File: src/rtl/qspi_rd_buffer.sv
// Read buffer between the QSPI sample register and the AHB read path: FWFT FIFO plus burst beat tracking.
// Optional build macro QSPI_RD_BUF_BSWAP_EN byte-reverses each word before storage.
module qspi_rd_buffer #(
    parameter int DEPTH = 16,
    localparam int PTR_W = $clog2(DEPTH)
) (
    input  logic             h_clk,
    input  logic             h_rstn,
    input  logic             push_in,
    input  logic [31:0]      wr_data_in,
    input  logic             pop_in,
    output logic [31:0]      rd_data_out,
    output logic             rd_valid_out,
    output logic             full_out,
    output logic [PTR_W:0]   level_out,
    input  logic             flush_in,
    input  logic             start_burst_in,
    input  logic [4:0]       beats_expected_in,
    output logic             burst_rx_done_out,
    output logic             overflow_out,
    output logic             underflow_out,
    input  logic             clr_err_in,
    output logic [1:0]       burst_state_out
);

    typedef enum logic [1:0] {
        IDLE   = 2'd0,
        ACTIVE = 2'd1,
        DONE   = 2'd2
    } burst_state_t;

    localparam logic [PTR_W:0] DEPTH_L = DEPTH[PTR_W:0];

    logic [31:0]      mem [DEPTH];
    logic [PTR_W-1:0] wr_ptr;
    logic [PTR_W-1:0] rd_ptr;
    logic [PTR_W:0]   level;
    logic [31:0]      wr_word;
    logic             pop_acc;
    logic             push_acc;
    logic             overflow_set;
    logic             underflow_set;
    logic [4:0]       load_beats;
    logic [4:0]       rem_q;
    logic [4:0]       rem_d;
    burst_state_t     state_q;
    burst_state_t     state_d;

`ifdef QSPI_RD_BUF_BSWAP_EN
    assign wr_word = {wr_data_in[7:0], wr_data_in[15:8], wr_data_in[23:16], wr_data_in[31:24]};
`else
    assign wr_word = wr_data_in;
`endif

    // Handshake: a push is taken when there is room or a pop frees a slot in the same
    // cycle; a pop is taken whenever the FIFO holds a word; flush overrides both.
    assign pop_acc       = pop_in && !flush_in && (level != '0);
    assign push_acc      = push_in && !flush_in && ((level < DEPTH_L) || pop_acc);
    assign overflow_set  = push_in && !flush_in && !push_acc;
    assign underflow_set = pop_in && !flush_in && (level == '0);

    assign rd_valid_out      = (level != '0);
    assign full_out          = (level == DEPTH_L);
    assign level_out         = level;
    assign rd_data_out       = rd_valid_out ? mem[rd_ptr] : 32'd0;
    assign burst_rx_done_out = (state_q == DONE);
    assign burst_state_out   = state_q;

    always_ff @(posedge h_clk) begin
        if (push_acc) begin
            mem[wr_ptr] <= wr_word;
        end
    end

    always_ff @(posedge h_clk or negedge h_rstn) begin
        if (!h_rstn) begin
            wr_ptr <= '0;
            rd_ptr <= '0;
            level  <= '0;
        end else if (flush_in) begin
            wr_ptr <= '0;
            rd_ptr <= '0;
            level  <= '0;
        end else begin
            if (push_acc) begin
                wr_ptr <= wr_ptr + 1'b1;
            end
            if (pop_acc) begin
                rd_ptr <= rd_ptr + 1'b1;
            end
            if (push_acc && !pop_acc) begin
                level <= level + 1'b1;
            end else if (pop_acc && !push_acc) begin
                level <= level - 1'b1;
            end
        end
    end

    // A fresh error in the same cycle as the clear keeps the flag set.
    always_ff @(posedge h_clk or negedge h_rstn) begin
        if (!h_rstn) begin
            overflow_out  <= 1'b0;
            underflow_out <= 1'b0;
        end else begin
            overflow_out  <= overflow_set | (overflow_out & ~clr_err_in);
            underflow_out <= underflow_set | (underflow_out & ~clr_err_in);
        end
    end

    assign load_beats = (beats_expected_in == 5'd0) ? 5'd16 : beats_expected_in;

    always_ff @(posedge h_clk or negedge h_rstn) begin
        if (!h_rstn) begin
            state_q <= IDLE;
            rem_q   <= '0;
        end else begin
            state_q <= state_d;
            rem_q   <= rem_d;
        end
    end

    // A push in the same cycle as start_burst_in counts against the new burst.
    always_comb begin
        state_d = state_q;
        rem_d   = rem_q;
        if (flush_in) begin
            state_d = IDLE;
            rem_d   = '0;
        end else if (start_burst_in) begin
            rem_d   = load_beats - {4'd0, push_acc};
            state_d = (push_acc && (load_beats == 5'd1)) ? DONE : ACTIVE;
        end else if ((state_q == ACTIVE) && push_acc) begin
            rem_d = rem_q - 5'd1;
            if (rem_q == 5'd1) begin
                state_d = DONE;
            end
        end
    end

endmodule

File: config.mk
export PLATFORM = sky130hd
export DESIGN_NAME = qspi_rd_buffer
export DESIGN_NICKNAME = d
export VERILOG_FILES = /design/src/rtl/qspi_rd_buffer.sv
export SDC_FILE = /design/constraint.sdc
export NUM_CORES = 1
export LEC_CHECK = 0
export ABC_AREA = 1
export ABC_CLOCK_PERIOD_IN_PS = 7100
export CAP_MARGIN = 20
export CORE_ASPECT_RATIO = 2
export CORE_MARGIN = 4
export CORE_UTILIZATION = 40
export CTS_CLUSTER_DIAMETER = 100
export CTS_CLUSTER_SIZE = 16
export DETAILED_ROUTE_END_ITERATION = 12
export PLACE_DENSITY = 0.57
export SLEW_MARGIN = 20
export SYNTH_ARGS = -nofsm -noshare
export SYNTH_HDL_FRONTEND = slang
export SYNTH_SLANG_ARGS = --single-unit
File: constraint.sdc
create_clock -name h_clk -period 7.1 [get_ports h_clk]
set_input_delay 0.71 -clock h_clk [delete_from_list [all_inputs] [get_ports h_clk]]
set_output_delay 0.71 -clock h_clk [all_outputs]
set_load 0.02 [all_outputs]
==> results of run 1 <==
-- layer usage --
layer / share of wire, % / vias to the layer above / global-route usage (%)
li1: - / 6525 / -
met2: 54 / 335 / 34.1
met4: 3.0 / 0 / 6.08
met1: 39 / 6910 / 21.6
met3: 4.4 / 81 / 2.28
met5: 0 / - / 0
-- cell usage after synthesis, types with 2 or more instances --
library cell / instances
a21boi_0: 32
inv_1: 30
xor2_1: 4
buf_4: 19
o21ai_0: 13
nand3_1: 137
nand2_1: 698
o22ai_1: 8
nand3_2: 3
a21oi_1: 130
buf_1: 8
dfrtp_1: 22
a21oi_4: 2
buf_2: 58
ha_1: 13
nand2_4: 3
nand4_1: 3
o211ai_1: 32
edfxtp_1: 512
nor3_1: 34
nor2_1: 58
nand2_2: 3
clkbuf_1: 17
-- where the power goes --
part	switching [mW]	total, mW	internal (mW)
clock network	1.01	2.07	1.05
registers	0.0999	3.66	3.56
logic	1.45	2.20	0.752
-- sequential cells by signal, indices dropped and copies added (netlist names) --
signal,count
overflow_out,1
mem,512
wr_ptr,4
burst_state_out,2
rd_ptr,4
rem_q,5
level_out,5
underflow_out,1
-- worst max-delay path, delay by kind of cell, from the launching register on --
family          cells  cell delay, ns
compound gates      2            0.39
buf+inv             3            2.15
flops               1            0.90
simple gates        3            0.39
-- cells by family (layout without fill, tap and decap cells) --
group	count (synthesis)	count (layout)	synth area share, %
buffers and inverters	134	205	2.96
flip-flops	534	534	72.7
XOR/XNOR	5	5	0.200
AND/OR/NAND/NOR	941	941	17.4
adder cells (fa/ha/maj)	14	14	0.833
other	0	1	0
AO/OA/AOI/OAI	220	220	5.94
-- final timing paths --
| check | end | cells after the start | slack (ns) |
|---|---|---|---|
| min in group h_clk | underflow_out | 2 | 0.54 |
| max in group asynchronous | rd_ptr[0] | 1 | 6.51 |
| setup / recovery | rd_data_out[2] | 8 | 1.93 |
| hold reg to reg | underflow_out | 2 | 0.54 |
| setup reg to reg | rd_ptr[1] | 4 | 4.39 |
| hold / removal | burst_state_out[1] | 1 | 0.15 |
-- final cells by class --
class                      instances  area, um2  share of cell area (%)
antenna                            1       2.50                  0.0102
clock buffer                      55       1080                    4.39
clock inverter                     1       11.3                  0.0458
inverter                          32        128                   0.519
multi-input combinational       1180       5470                    22.2
sequential                       534      15900                    64.8
tap                              676        846                    3.44
timing repair buffer             117       1110                    4.52
-- placed cells by master (no fill, tap or decap), types with 4 or more instances in the layout --
cell type,Yosys,routed
a21boi_0,32,32
a21oi_1,130,130
buf_4,19,29
clkbuf_1,17,14
clkbuf_16,0,41
clkdlybuf4s50_1,0,86
dfrtp_1,22,20
edfxtp_1,512,512
ha_1,13,13
inv_1,30,28
nand2_1,698,697
nand2_2,3,4
nand3_1,137,137
nor2_1,58,42
nor2_4,1,17
nor3_1,34,34
o211ai_1,32,32
o21ai_0,13,13
o22ai_1,8,8
xor2_1,4,4
-- through the flow --
step | area [um2] | cells | power (mW)
2_1_floorplan | 21900 | 1848 | 5.07
3_3_place_gp | 23500 | 2538 | 5.93
3_5_place_dp | 23500 | 2538 | 5.96
4_1_cts | 24500 | 2594 | 8.01
5_1_grt | 24600 | 2596 | 8.35
6_report | 24600 | 2596 | 7.93
==> results.md, run 1 <==
* Initial Utilization at between 40% and 50%
* Syn Area/Cell at 11.9 um2
* RSZ-0062 raised after global routing: no
* Detailed Route Iter0 Violations at 958
* Drt total wl at 54.7 mm
* Slew margin rel. at 34.9%
* Fmax at 0.194 GHz
* Routed len/inst at 21.1 um
* WHS at 0.152 ns
* Area delta synth->final at 12.1%
* Nets at 1962
* Post-CTS Setup Inserts at 0
* Area contributors post-synth: edfxtp_1 (70%), nand2_1 (12%), nand3_1 (3.1%)
* Total global-route track usage at 18.3%
* Total vias in the final route at between 10000 and 15000
* First-pass GRT wire length at 82.8 mm
* GP Congestion at 0.779
* Top FF cell, synth: edfxtp_1
* Ratio of cells with drive above 1 in the final layout at under 10%
* Top Ports at 88
* Remaining global-route overflow at 0
* Post-DP HPWL at 29.1 mm
* Mapped Area at 0.0219 mm2
* Cells after Synth at 1848
* Critical path endpoint category: output pin
* CTS Sinks at 534
* CP startpoint: rd_ptr[0]
* Peak supply drop at 0.680 mV
* Clock root buffer master: clkbuf_16
* Tmin final at 5.17 ns
* Crit share post-route at approximately 73%
* Cell taking the most area after synthesis: edfxtp_1
* I/O Buffers at 87
* Number of synthesized flops with an enable pin at 512
* Clock tree buffer depth at 3
* Startpoint class of the critical path: flip-flop
* Cts hold-fix bufs at 0
* CTS buffer count at 39
* Clk_lat worst skew at around 0.55 ns
* Die height at 339 um
* Yosys cell types at 32
* Initial antenna violation count at 2
* Area of the die at 0.0588 mm2
* Slowest-stage cell, CP: dfrtp_4
* Status: finished clean
* CTS resizes at 0
* Seq/Total Area, Yosys at 72.7%
* Routed Antenna Nets at 0
* Async set-reset flop share out of synthesis at 4.12%
* Fill count at slightly below 5000
* Crit-path max FO at 74
* HP Class: in2async
* First-pass DRT Iterations at 5
* Final TNS setup at 0 ns
* Reg2reg start: rd_ptr[1]
* #FFs+latches synth at 534
* Slew @ Worst Pin at a little under 1 ns
* Fin. max-slew vios at 0
* Crit path cell chain: buf_4, buf_4, nand2_1, a21boi_0, o211ai_1, nand2_1, nor2_1, clkdlybuf4s50_1
* DIE WIDTH at ~170 um
* CP Class: reg2out
* Standby leakage power at 9.04 nW
* Pin count of the biggest net entering global routing at approximately 190
* Max cap viols at 0
* Final Setup Violations at 0
* Crit path arrival time at 4.46 ns
* Worst setup margin at 1.93 ns
* Setup Slack @ Placement at 2.55 ns
* Synthesis Warnings at 0
* PD cells at ~320 mW/mm2
* Critical Path RT at 6.39 ns
* Vias in the first global route at 13830
* Worst-path clk slew at 0.07 ns
* Syn nets at roughly 1900
* Row cnt at 121
* Core ar. at roughly 0.054 mm2
* Worst Skew at 0.0151 ns
* H-tree Lvls at 2
* Routed vias/inst at 5.34
* CTS tree: done
* Synth top area share at 70.1%
* # DRC at 0
* Core Util, Final at 45.2%
* Crit path largest cell delay at 0.90 ns
* Final Hold Fails at 0
Note: power is estimated with default switching activity, not from simulation.
==> run 2, diff against run 1 <==
- ABC_CLOCK_PERIOD_IN_PS: 7100 -> 4300
- PLACE_DENSITY: 0.57 -> 0.59
- clock period: 7.1 -> 4.3 ns (I/O delays scaled with it)
==> results.md, run 2 (synthesis results as in run 1) <==
* PD cells at 533 mW/mm2 (was 323 mW/mm2)
* FF-to-FF End: level_out[4] (was rd_ptr[1])
* Area delta synth->final at 13.2% (was 12.1%)
* Cts hold-fix bufs at 0 (unchanged)
* Remaining global-route overflow at 0 (unchanged)
* H-tree Lvls at 2 (unchanged)
* Largest Register: mem (unchanged)
* Finished Layout Cells at 2608 (was 2596)
* CTS resizes at 0 (unchanged)
* Total global-route track usage at 18.5% (was 18.3%)
* Critical Path RT at 3.87 ns (was 6.39 ns)
* Routed len/inst at 21.3 um (was 21.1 um)
* Worst setup margin at 0.357 ns (was 1.93 ns)
* Reg2reg start: level_out[0] (was rd_ptr[1])
* Drt total wl at 55.7 mm (was 54.7 mm)
* RSZ-0062 raised after global routing: no (unchanged)
* Detailed Route Iter0 Violations at 1156 (was 958)
* # DRC at 0 (unchanged)
* Final Setup Violations at 0 (unchanged)
* DIE WIDTH at 174 um (unchanged)
* Crit path largest cell delay at 0.92 ns (was 0.90 ns)
* Startpoint class of the critical path: flip-flop (unchanged)
* Area of the die at 0.0588 mm2 (unchanged)
* Routed Antenna Nets at 0 (unchanged)
* Total vias in the final route at 13927 (was 13851)
* Fin. max-slew vios at 0 (unchanged)
* Largest register FFs at 512 (unchanged)
* Setup Slack @ Placement at 0.903 ns (was 2.55 ns)
* Comb pwr share at 28.4% (was 27.7%)
* First-pass DRT Iterations at 7 (was 5)
* Max cap viols at 0 (unchanged)
* Worst Skew at 0.0115 ns (was 0.0151 ns)
* Slowest-stage cell, CP: dfrtp_4 (unchanged)
* Most frequent cells in the layout: nand2_1 (697), edfxtp_1 (512), nand3_1 (137), a21oi_1 (130), clkdlybuf4s50_1 (87) (was nand2_1 (697), edfxtp_1 (512), nand3_1 (137), a21oi_1 (130), clkdlybuf4s50_1 (86))
* Final TNS setup at 0 ns (unchanged)
* First-pass GRT wire length at 83.8 mm (was 82.8 mm)
* Ratio of cells with drive above 1 in the final layout at 6.27% (was 5.68%)
* Area post-placement at 0.0237 mm2 (was 0.0235 mm2)
* Status: finished clean (unchanged)
* Post-DP HPWL at 31.9 mm (was 29.1 mm)
* Initial Utilization at 40.3% (unchanged)
* Switching Share at 32.7% (was 32.3%)
* GP Congestion at 0.792 (was 0.779)
* Fmax at 0.254 GHz
* Core ar. at 0.0544 mm2 (unchanged)
* R2r setup slk at 1.29 ns (was 4.39 ns)
* Part of the power in the clock network at 26.0% (was 26.1%)
* CP Class: reg2out (unchanged)
* Sw Pwr at 4.32 mW (was 2.56 mW)
* Pin count of the biggest net entering global routing at 120 (was 186)
* HP Class: in2async (unchanged)
* Tmin final at 3.94 ns
* Slew @ Worst Pin at 0.909 ns (was 0.976 ns)
* Clock tree buffer depth at 3 (unchanged)
* Clk_lat worst skew at 0.55 ns (about the same)
* WHS at 0.220 ns (was 0.152 ns)
* Sequential power share at 45.6% (was 46.2%)
* Crit path arrival time at 3.51 ns (was 4.46 ns)
* Standby leakage power at 9.13 nW (was 9.04 nW)
* CTS Sinks at 534 (unchanged)
* Reg2reg path depth at 11 (was 4)
* Vias in the first global route at 13666 (was 13830)
* Peak supply drop at 0.700 mV (was 0.680 mV)
* Crit path cell chain: buf_4, nand2_1, nand3_1, nand3_1, o211ai_1, nand2_1, nor2_1, clkdlybuf4s50_1 (was buf_4, buf_4, nand2_1, a21boi_0, o211ai_1, nand2_1, nor2_1, clkdlybuf4s50_1)
* Worst-path clk slew at 0.08 ns (was 0.07 ns)
* Post-CTS Setup Inserts at 0 (unchanged)
* Row cnt at 121 (unchanged)
* Nets at 1974 (was 1962)
* Final instance area at 0.0248 mm2 (was 0.0246 mm2)
* Most common cell after layout, fill and taps aside: nand2_1 (unchanged)
* Clock root buffer master: clkbuf_16 (unchanged)
* I/O Buffers at 87 (unchanged)
* Post-Place Cells at 2551 (was 2538)
* Critical path endpoint category: output pin (unchanged)
* Final Hold Fails at 0 (unchanged)
* CTS buffer count at 39 (unchanged)
* Top Ports at 88 (unchanged)
* Internal power at 8.90 mW (was 5.37 mW)
* Slew margin rel. at 39.4% (was 34.9%)
* Initial antenna violation count at 3 (was 2)
* Die height at 339 um (unchanged)
* Crit share post-route at 91.7%
* Routed vias/inst at 5.34 (about the same)
* CTS tree: done (unchanged)
* Crit-path max FO at 62 (was 74)
==> run 2: worst max path at each step <==
stage	startpoint	to	slack, ns	cells after the start
4_1_cts	rd_ptr[0]	rd_data_out[13]	0.30	9
3_3_place_gp	rd_ptr[0]	rd_data_out[13]	0.95	7
6_report	rd_ptr[0]	rd_data_out[19]	0.36	8
5_1_grt	rd_ptr[0]	rd_data_out[13]	0.19	9
3_5_place_dp	rd_ptr[0]	rd_data_out[13]	0.90	9
2_1_floorplan	flush_in	mem[11][0]	1.47	5
==> run 2: power by group through the flow <==
stage          Clock (mW)  Combinational, mW  Sequential [mW]
5_1_grt              3.70               4.09             6.05
3_3_place_gp            0               3.77             6.14
2_1_floorplan           0               2.27             6.10
4_1_cts              3.51               3.82             6.03
3_5_place_dp            0               3.80             6.15
6_report             3.43               3.75             6.03
==> run 2: cell type report <==
cell class                      count  area, um2
Sequential cell                   534      15900
Multi-Input combinational cell   1180       5470
Inverter                           32        125
Timing Repair Buffer              129       1350
Tap cell                          676        846
Antenna cell                        1       2.50
Clock inverter                      1       11.3
Fill cell                        4792      29500
Clock buffer                       55       1080
==> run 2: metal layers <==
metal	part of all wire, %	track usage (%)	vias to the layer above
met5	0.020	0	-
met4	2.3	5.13	2
met3	4.7	2.16	74
met2	54	34.5	403
met1	39	22.5	6896
li1	-	-	6552
==> run 2: worst max-delay path: cells and delay by family, from the launching register on <==
family / cells / cell delay, ns
AND/OR/NAND/NOR: 5 / 0.61
flip-flops: 1 / 0.92
buffers and inverters: 2 / 1.24
AO/OA/AOI/OAI: 1 / 0.12
==> run 2: through the flow <==
stage               util [%]  power [mW]
finish                  45.6        13.2
global route            45.6        13.8
CTS                     45.6        13.4
detailed placement      43.6        9.95
global placement        43.6        9.91
floorplan                  -        8.37
==> run 3, diff against run 2 <==
- SKIP_LAST_GASP: unset -> 1
==> results of run 3 <==
Same layout as run 2: the final DEF is identical, and so are final timing and power.
